### src/rtl/rdcl_sub32_pipe.sv
// Pipelined recursive-doubling borrow-lookahead subtractor: diff = in1 - in2 - bin, bout, signed ovf.
// Latency LEVELS+2 cycles; one global advance signal freezes every stage while the output is stalled.
module rdcl_sub32_pipe #(
   parameter int WIDTH = 32
) (
   input  logic             clk,
   input  logic             rst,
   input  logic             in_valid,
   output logic             in_ready,
   input  logic [WIDTH-1:0] in1,
   input  logic [WIDTH-1:0] in2,
   input  logic             bin,
   output logic             out_valid,
   input  logic             out_ready,
   output logic [WIDTH-1:0] diff,
   output logic             bout,
   output logic             ovf
);
   localparam int LEVELS = $clog2(WIDTH);

   // Carry-state vectors are WIDTH+1 wide: index 0 is the seed (carry-in), index i+1 is operand bit i.
   logic [WIDTH:0]   g_q    [0:LEVELS];
   logic [WIDTH:0]   p_q    [0:LEVELS];
   logic [WIDTH:0]   g_d    [1:LEVELS];
   logic [WIDTH:0]   p_d    [1:LEVELS];
   logic [WIDTH-1:0] pv_q   [0:LEVELS];
   logic             vld_q  [0:LEVELS];
   logic             msb1_q [0:LEVELS];
   logic             msb2_q [0:LEVELS];

   logic             adv;
   logic [WIDTH-1:0] g0_d;
   logic [WIDTH-1:0] p0_d;
   logic             cout;
   logic [WIDTH-1:0] diff_d;
   logic             bout_d;
   logic             ovf_d;
   logic             out_vld_q;
   logic [WIDTH-1:0] diff_q;
   logic             bout_q;
   logic             ovf_q;

   assign adv      = ~(out_vld_q & ~out_ready);
   assign in_ready = adv;

   assign g0_d = in1 & ~in2;
   assign p0_d = in1 ^ ~in2;

   always_comb begin
      for (int k = 1; k <= LEVELS; k++) begin
         g_d[k] = g_q[k-1];
         p_d[k] = p_q[k-1];
         for (int j = (1 << (k-1)); j <= WIDTH; j++) begin
            g_d[k][j] = g_q[k-1][j] | (p_q[k-1][j] & g_q[k-1][j - (1 << (k-1))]);
            p_d[k][j] = p_q[k-1][j] & p_q[k-1][j - (1 << (k-1))];
         end
      end
   end

   // After the last level the top entry spans bits 0..WIDTH-1 only; fold in the seed for carry-out.
   assign cout   = g_q[LEVELS][WIDTH] | (p_q[LEVELS][WIDTH] & g_q[LEVELS][0]);
   assign diff_d = pv_q[LEVELS] ^ g_q[LEVELS][WIDTH-1:0];
   assign bout_d = ~cout;
   assign ovf_d  = (msb1_q[LEVELS] ^ msb2_q[LEVELS]) & (diff_d[WIDTH-1] ^ msb1_q[LEVELS]);

   always_ff @(posedge clk) begin
      if (rst) begin
         for (int k = 0; k <= LEVELS; k++) begin
            vld_q[k]  <= 1'b0;
            g_q[k]    <= '0;
            p_q[k]    <= '0;
            pv_q[k]   <= '0;
            msb1_q[k] <= 1'b0;
            msb2_q[k] <= 1'b0;
         end
         out_vld_q <= 1'b0;
         diff_q    <= '0;
         bout_q    <= 1'b0;
         ovf_q     <= 1'b0;
      end else if (adv) begin
         vld_q[0]  <= in_valid;
         g_q[0]    <= {g0_d, ~bin};
         p_q[0]    <= {p0_d, 1'b0};
         pv_q[0]   <= p0_d;
         msb1_q[0] <= in1[WIDTH-1];
         msb2_q[0] <= in2[WIDTH-1];
         for (int k = 1; k <= LEVELS; k++) begin
            vld_q[k]  <= vld_q[k-1];
            g_q[k]    <= g_d[k];
            p_q[k]    <= p_d[k];
            pv_q[k]   <= pv_q[k-1];
            msb1_q[k] <= msb1_q[k-1];
            msb2_q[k] <= msb2_q[k-1];
         end
         out_vld_q <= vld_q[LEVELS];
         diff_q    <= diff_d;
         bout_q    <= bout_d;
         ovf_q     <= ovf_d;
      end
   end

   assign out_valid = out_vld_q;
   assign diff      = diff_q;
   assign bout      = bout_q;
   assign ovf       = ovf_q;

endmodule

### config.mk
export PLATFORM = sky130hd
export DESIGN_NAME = rdcl_sub32_pipe
export DESIGN_NICKNAME = d
export VERILOG_FILES = /design/src/rtl/rdcl_sub32_pipe.sv
export SDC_FILE = /design/constraint.sdc
export NUM_CORES = 1
export LEC_CHECK = 0
export ABC_CLOCK_PERIOD_IN_PS = 15100
export BUFFER_PORTS_ARGS = -buffer_cell sky130_fd_sc_hd__buf_2
export CAP_MARGIN = 15
export CORE_MARGIN = 2
export CORE_UTILIZATION = 23
export DETAILED_ROUTE_END_ITERATION = 6
export PLACE_DENSITY = 0.47
export SLEW_MARGIN = 30
export SYNTH_ARGS = -nofsm -noshare
export SYNTH_HDL_FRONTEND = slang
export SYNTH_SLANG_ARGS = --single-unit
### constraint.sdc
create_clock -name clk -period 15.1 [get_ports clk]
set_input_delay 2.265 -clock clk [delete_from_list [all_inputs] [get_ports clk]]
set_output_delay 2.265 -clock clk [all_outputs]
set_load 0.02 [all_outputs]
==> qor.csv, run 1 <==
stage,metric,value,unit
run_status,status,"finished, final reports clean",
clock_tree,cts_buffer_depth,3,
yosys,synth_nets,1534,
worst_setup_path,cp_num_buf_inv,4,
sta,slew_headroom,34.6,%
hold_path,hold_path.class,register to register,
sta,hold_viol_final,0,
die,die_area,94700,µm²
place,gp_congestion,0.699,
drt,first_iter_violations,848,
final_layout,diodes,0,
worst_setup_path,critPathKind,input pin to output pin,
clock_tree,cts.sinks,546,
clock_tree,numCtsBuffers,54,
worst_setup_path,cp_slowest_stage_delay,0.52,ns
yosys,synth-simple-area-share,14.5,%
yosys,synth_cells,1433,
yosys,ys_ff_latch,546,
clock_tree,clkLatencyLatePin,0.61,ns
worst_setup_path,crit_family,buffers and inverters,
global_route,grt_max_degree,185,
final_layout,fill_cells,9312,
yosys,synthTopCellsByArea,"edfxtp_1 (72%), and2_1 (8.0%), dfxtp_1 (3.3%)",
global_route,grt_pass1_wl,66.1,mm
worst_setup_path,critical_path_required,12.84,ns
sta,drv_slew,0,
yosys,synth_top_family_by_area,simple AND/OR/NAND/NOR gates,
worst_setup_path,worstPathCellList,buf_2 -> nor2b_4 -> inv_2 -> buf_4 -> buf_2,
yosys,async_flop_share,0,%
die,die_w,308,µm
final_layout,seqCellArea,16000,µm²
worst_setup_path,crit_top_cell,buf_2,
worst_setup_path,reg2reg_from,out_valid$_SDFFE_PP0N_,
worst_setup_path,cp.arrival,3.37,ns
clock_tree,postCtsHoldBufs,0,
worst_setup_path,rr_endpoint,p_q[0][62]$_SDFFCE_PN0P_,
clock_tree,cts_tree,built,
clock_tree,root_buffer,clkbuf_16,
final_layout,multiInputGateArea,4690,µm²
drt,vias_per_cell,3.85,
clock_tree,post-cts-setup-buffers,0,
sta,fmax,177,MHz
worst_setup_path,r2r_slack,11.97,ns
global_route,grt_pass1_vias,11179,
sta,finalClockSkew,0.0203,ns
worst_setup_path,cp-startpoint,out_ready,
drt,via_count,10661,
yosys,synth_top_cell_area_share,72.3,%
yosys,ys.warnings.count,0,
worst_setup_path,cp_max_fo,69,
die,core_area,91500,µm²
yosys,synth_adder_area_share,1.89,%
yosys,synth_mux_area_share,0,%
yosys,yosysUniqueCellTypes,26,
yosys,ys.flop_type,edfxtp_1,
place,dp_hpwl,27.5,mm
drt,drc,0,
yosys,synth_top_area_cell,edfxtp_1,
global_route,antenna_found_initial,0,
final_layout,nets,1638,
drt,ant_nets,0,
die,rows,111,
sta,tightest_slew,0.981,ns
yosys,synth-compound-area-share,4.38,%
drt,wl,42.4,mm
worst_setup_path,endpoint_kind,output pin,
final_layout,utilization,27.0,%
worst_setup_path,startpoint_type,input pin,
worst_setup_path,critical_path_depth,5,
power_and_ir_drop,peakVddDrop,0.0943,mV
place,place_ws,9.44,ns
worst_setup_path,worstRegToRegCells,7,
die,start_util,23.2,%
clock_tree,cts_resized,0,
die,ios,105,
final_layout,layout-drive-gt1-share,12.8,%
yosys,ys_seq_area_share,75.6,%
die,die_h,308,µm
sta,rsz0062_at_grt,no,
power_and_ir_drop,leakage,0.0103,µW
place,io_buffer_count,104,
yosys,synth_xor_area_share,1.32,%
yosys,syn_area,21200,µm²
worst_setup_path,crit_end,in_ready,
global_route,overflow,0,
yosys,synth_edf_count,511,
sta,tns,0,ns
global_route,grt_usage,8.96,%
power_and_ir_drop,report.power.total,3040,µW
sta,worst_slack,9.46,ns
sta,fin_crit,5.64,ns
drt,dr.pass1.iters,4,
yosys,syn_avg_cell_area,14.8,µm²
sta,setup-violations-final,0,
sta,hold_ws,0.458,ns
clock_tree,htree_levels,2,
final_layout,syn_to_final_growth,16.4,%
run,drv_cap,0,
power_and_ir_drop,powerDensity,123,nW/µm²
clock_tree,cts.clk_slew.worst_paths,0.06,ns
drt,wl_per_cell,15.3,µm
sta,finalCritPeriodShare,37.3,%
worst_setup_path,cp_slowest_cell,buf_4,
==> state kept, by name (all words and copies together), names as in the netlist <==
name / count
bout: 1
diff: 32
g_q: 198
msb1_q: 6
msb2_q: 6
out_valid: 1
ovf: 1
p_q: 104
pv_q: 191
vld_q: 6
==> metrics by stage <==
stage	std cells	cell area [µm²]
after detailed placement	2664	23000
final	2768	24700
after CTS	2765	24600
after global placement	2664	23000
after global routing	2768	24700
after floorplan	1433	21200
==> layout by cell type, fill, tap and decap left out, drive strengths merged <==
cell type,n
inv,35
clkbuf,64
and2,272
nand2,2
clkinvlp,2
or3b,1
nor2b,1
nand2b,2
a21oi,136
clkinv,30
and3,103
a211oi,32
buf,115
nand3b,1
xnor2,32
a311oi,1
bufinv,3
nor2,172
dfxtp,35
edfxtp,511
ha,32
==> area by class of cell <==
cell class                 instances  area share, %
sequential                       546           65.0
multi-input combinational        787           19.0
tap                             1186           6.01
clock buffer                      64           5.63
timing repair buffer             115           2.79
clock inverter                    37           1.07
inverter                          33          0.502
==> Yosys cell counts, types with 2 or more instances <==
| master | instances |
|---|---|
| a21oi_1 | 136 |
| dfxtp_1 | 35 |
| nor2_1 | 163 |
| a211oi_1 | 32 |
| and3_1 | 103 |
| nand2_1 | 2 |
| inv_1 | 32 |
| and2_1 | 272 |
| ha_1 | 32 |
| xnor2_1 | 32 |
| clkbuf_1 | 28 |
| buf_6 | 8 |
| buf_2 | 16 |
| edfxtp_1 | 511 |
| nor2_2 | 8 |
| clkbuf_2 | 13 |
==> cell families (layout without fill, tap and decap cells) <==
logic type / Yosys count / count (layout)
xor+xnor: 32 / 32
fa+ha+maj: 32 / 32
flops: 546 / 546
buf+inv: 100 / 249
simple gates: 554 / 554
compound gates: 169 / 169
==> layer usage <==
| layer | vias up | routed length (µm) | track usage [%] |
|---|---|---|---|
| met5 | - | 0 | 0 |
| met4 | 0 | 829 | 2.84 |
| met3 | 52 | 1360 | 1.64 |
| met2 | 141 | 21200 | 15.3 |
| met1 | 5130 | 19000 | 11.4 |
| li1 | 5338 | - | - |
==> power breakdown <==
part / internal, µW / switching (µW) / leakage [µW]
Clock: 707 / 558 / 0.000812
Combinational: 30.8 / 45.5 / 0.00298
Sequential: 1680 / 22.9 / 0.00650
Total: 2420 / 626 / 0.0103
==> worst min path at each step <==
stage | slack [ns] | start | to | cells after the start
after floorplan | 0.43 | vld_q[5]$_DFFE_PP_ | out_valid$_SDFFE_PP0N_ | 2
after global placement | 0.45 | bout$_SDFFE_PP0N_ | bout$_SDFFE_PP0N_ | 2
after detailed placement | 0.45 | bout$_SDFFE_PP0N_ | bout$_SDFFE_PP0N_ | 2
after CTS | 0.46 | bout$_SDFFE_PP0N_ | bout$_SDFFE_PP0N_ | 2
after global routing | 0.49 | bout$_SDFFE_PP0N_ | bout$_SDFFE_PP0N_ | 2
final | 0.46 | bout$_SDFFE_PP0N_ | bout$_SDFFE_PP0N_ | 2
==> worst min-delay path: cells and delay by family, from the launching register on <==
kind            cells  cell delay [ns]
flops               1             0.31
simple gates        1             0.05
compound gates      1             0.05
Note: power is estimated with default switching activity, not from simulation.
==> run 2, diff against run 1 <==
Settings changed: ABC_AREA set to 1, ABC_CLOCK_PERIOD_IN_PS 15100 to 4530.
Clock period 15.1 ns to 4.53 ns, I/O delays scaled along.
==> run 2 against run 1 <==
Against the previous run:
- design area is 1.9% higher
- total power grew to 3.3 times the previous value
- highest routed layer unchanged
- combinational power grew to 4.4 times the previous value
- clock skew is 0.0031 ns lower
- clock power grew to 3.3 times the previous value
- global-route usage is 0.28 points lower
- register-to-register slack worse by 10 ns
- hold slack worse by 0.099 ns
- sequential power grew to 3.3 times the previous value
==> qor.csv, run 2 <==
stage,metric,value,unit,change
power_and_ir_drop,powerDensity,405,nW/µm²,+230%
sta,slew_headroom,51.7,%,+17 points
clock_tree,cts_resized,0,,unchanged
worst_setup_path,cp_max_fo,35,,-49%
yosys,synthTopCellsByArea,"edfxtp_1 (71%), nor2_1 (8.4%), inv_1 (5.4%)",,
sta,fin_crit,2.55,ns,
drt,ant_nets,0,,unchanged
die,ios,105,,unchanged
yosys,yosysUniqueCellTypes,18,,-31%
final_layout,final_area,25100,µm²,+1.9%
global_route,grt_usage,8.68,%,-0.28 points
place,dp_hpwl,28.5,mm,+3.8%
drt,first_iter_violations,562,,-34%
power_and_ir_drop,peakVddDrop,0.221,mV,+130%
yosys,ys_seq_area_share,74.2,%,-1.4 points
hold_path,hold_path.class,input pin to register,,
yosys,synth_commonest_cells,"edfxtp_1 (511), nor2_1 (482), inv_1 (311)",,
power_and_ir_drop,p_sw_share,20.8,%,+0.21 points
yosys,async_flop_share,0,%,unchanged
sta,finalCritPeriodShare,56.2,%,
worst_setup_path,cp.arrival,2.85,ns,-0.52 ns
sta,setup-violations-final,0,,unchanged
power_and_ir_drop,leakage,0.00982,µW,-4.7%
final_layout,layout.cells.most_common_list,"edfxtp_1 (511), nor2_1 (482), inv_1 (309)",,
die,die_w,311,µm,+0.92%
power_and_ir_drop,switching_power,2120,µW,+240%
power_and_ir_drop,combPwrFrac,3.3,%,+0.8 points
sta,finalClockSkew,0.0173,ns,-0.00306 ns
run,drv_cap,0,,unchanged
yosys,synth_top_cell_area_share,71.0,%,-1.3 points
yosys,synth_cells,1784,,+24%
clock_tree,root_buffer,clkbuf_16,,
clock_tree,post-cts-setup-buffers,0,,unchanged
clock_tree,numCtsBuffers,54,,unchanged
final_layout,final_common_cell,edfxtp_1,,
global_route,antenna_found_initial,0,,unchanged
clock_tree,postCtsHoldBufs,0,,unchanged
final_layout,utilization,27.0,%,about the same
sta,tns,0,ns,unchanged
global_route,grt_pass1_wl,67.2,mm,+1.6%
die,die_h,311,µm,+0.92%
power_and_ir_drop,pwr-share-clk,40.9,%,-0.7 points
sta,tightest_slew,0.724,ns,-0.257 ns
place,gp_congestion,0.746,,+6.7%
final_layout,largest_reg_flops,198,,unchanged
drt,vias_per_cell,3.66,,-5.0%
run_status,status,"finished, final reports clean",,
global_route,overflow,0,,unchanged
sta,fmax,393,MHz,
die,core_area,93200,µm²,+1.8%
worst_setup_path,worstRegToRegCells,8,,+1
worst_setup_path,startpoint_type,register,,
clock_tree,cts_buffer_depth,3,,unchanged
drt,wl_per_cell,13.2,µm,-14%
global_route,grt_max_degree,130,,-30%
place,io_buffer_count,104,,unchanged
yosys,synth_most_common_cell,edfxtp_1,,
clock_tree,cts.clk_slew.worst_paths,0.06,ns,about the same
yosys,ys.flop_type,edfxtp_1,,
yosys,ys.warnings.count,0,,unchanged
yosys,synth_nets,1885,,+23%
clock_tree,cts.sinks,546,,unchanged
power_and_ir_drop,internal-power,8070,µW,+230%
final_layout,diodes,0,,unchanged
final_layout,largestRegisters,"g_q x198, pv_q x191, p_q x104",,
sta,rsz0062_at_grt,no,,
die,die_area,96500,µm²,+1.9%
worst_setup_path,critPathKind,register to register,,
die,rows,112,,+0.90%
clock_tree,htree_levels,2,,unchanged
drt,wl,42.0,mm,-0.91%
final_layout,nets,1999,,+22%
clock_tree,cts_tree,built,,
sta,hold_viol_final,0,,unchanged
die,start_util,23.2,%,about the same
yosys,synth_top_area_cell,edfxtp_1,,
worst_setup_path,endpoint_kind,register,,
final_layout,top_register,g_q,,
worst_setup_path,critical_path_required,4.84,ns,-8.00 ns
place,postPlaceCellArea,23500,µm²,+2.3%
global_route,grt_pass1_vias,12112,,+8.3%
drt,via_count,11677,,+9.5%
sta,drv_slew,0,,unchanged
yosys,ys_ff_latch,546,,unchanged
yosys,synth_edf_count,511,,unchanged
hold_path,hold_path_depth,2,,unchanged
final_layout,layout-drive-gt1-share,10.1,%,-2.7 points
power_and_ir_drop,report.power.total,10200,µW,+230%
final_layout,syn_to_final_growth,16.3,%,about the same
drt,dr.pass1.iters,6,,+2
drt,drc,0,,unchanged
power_and_ir_drop,pwr-share-seq,55.8,%,about the same
clock_tree,clkLatencyLatePin,0.59,ns,-0.02 ns
yosys,syn_area,21600,µm²,+1.9%
yosys,syn_avg_cell_area,12.1,µm²,-18%
==> run 2: worst max-delay path, stage by stage (launching register included) <==
cell        delay (ns)
dfxtp_1           0.32
inv_1             0.06
nor2_4            0.17
inv_4             0.05
nor2_4            0.09
buf_4             0.37
clkinvlp_4        0.55
buf_12            0.35
buf_4             0.27
==> run 2: path summary, 6_finish.rpt <==
kind                                              from                  endpoint  slack, ns
worst min-delay path                               rst    out_valid$_SDFFE_PP0N_       0.36
worst max register to register  out_valid$_SDFFE_PP0N_  pv_q[1][8]$_SDFFCE_PN0P_       1.98
worst max-delay path            out_valid$_SDFFE_PP0N_  pv_q[1][8]$_SDFFCE_PN0P_       1.98
worst min register to register       bout$_SDFFE_PP0N_         bout$_SDFFE_PP0N_       0.45
==> run 2: logic make-up (layout without fill, tap and decap cells) <==
logic type	count (synthesis)	in the layout	synth area share, %
adder cells (fa/ha/maj)	32	32	1.85
AND/OR/NAND/NOR	633	633	11.2
flip-flops	546	546	74.2
AO/OA/AOI/OAI	167	167	3.87
buffers and inverters	375	530	7.56
XOR/XNOR	31	31	1.26
==> run 2: routing by layer <==
metal / vias to the layer above / wire [µm] / share of wire, % / global-route usage (%)
li1: 6016 / - / - / -
met1: 5442 / 19000 / 45 / 11.1
met2: 153 / 20700 / 49 / 14.8
met3: 66 / 1310 / 3.1 / 1.53
met4: 0 / 991 / 2.4 / 2.77
met5: - / 0 / 0 / 0
==> run 2: stage by stage <==
step,worst slack [ns],std cells,hold WS (ns)
after detailed placement,1.12,3095,0.432
final,1.98,3193,0.359
after CTS,1.55,3192,0.326
after global placement,1.14,3095,0.429
after global routing,1.79,3193,0.342
after floorplan,-4.73,1784,0.433
==> run 2: cell type report <==
type                    count  area (µm²)
clock buffers              71        1480
clock inverters            26         156
fillers                  9739       68000
inverters                 312        1180
multi-input cells         863        3940
flip-flops and latches    546       16000
well taps                1254        1570
repair buffers            121         773
==> run 2: power by group through the flow <==
stage	combinational (µW)	clock, µW	sequential (µW)
floorplan	249	0	5770
global placement	343	0	5790
detailed placement	344	0	5800
CTS	347	4300	5690
global route	395	4480	5700
finish	333	4170	5690
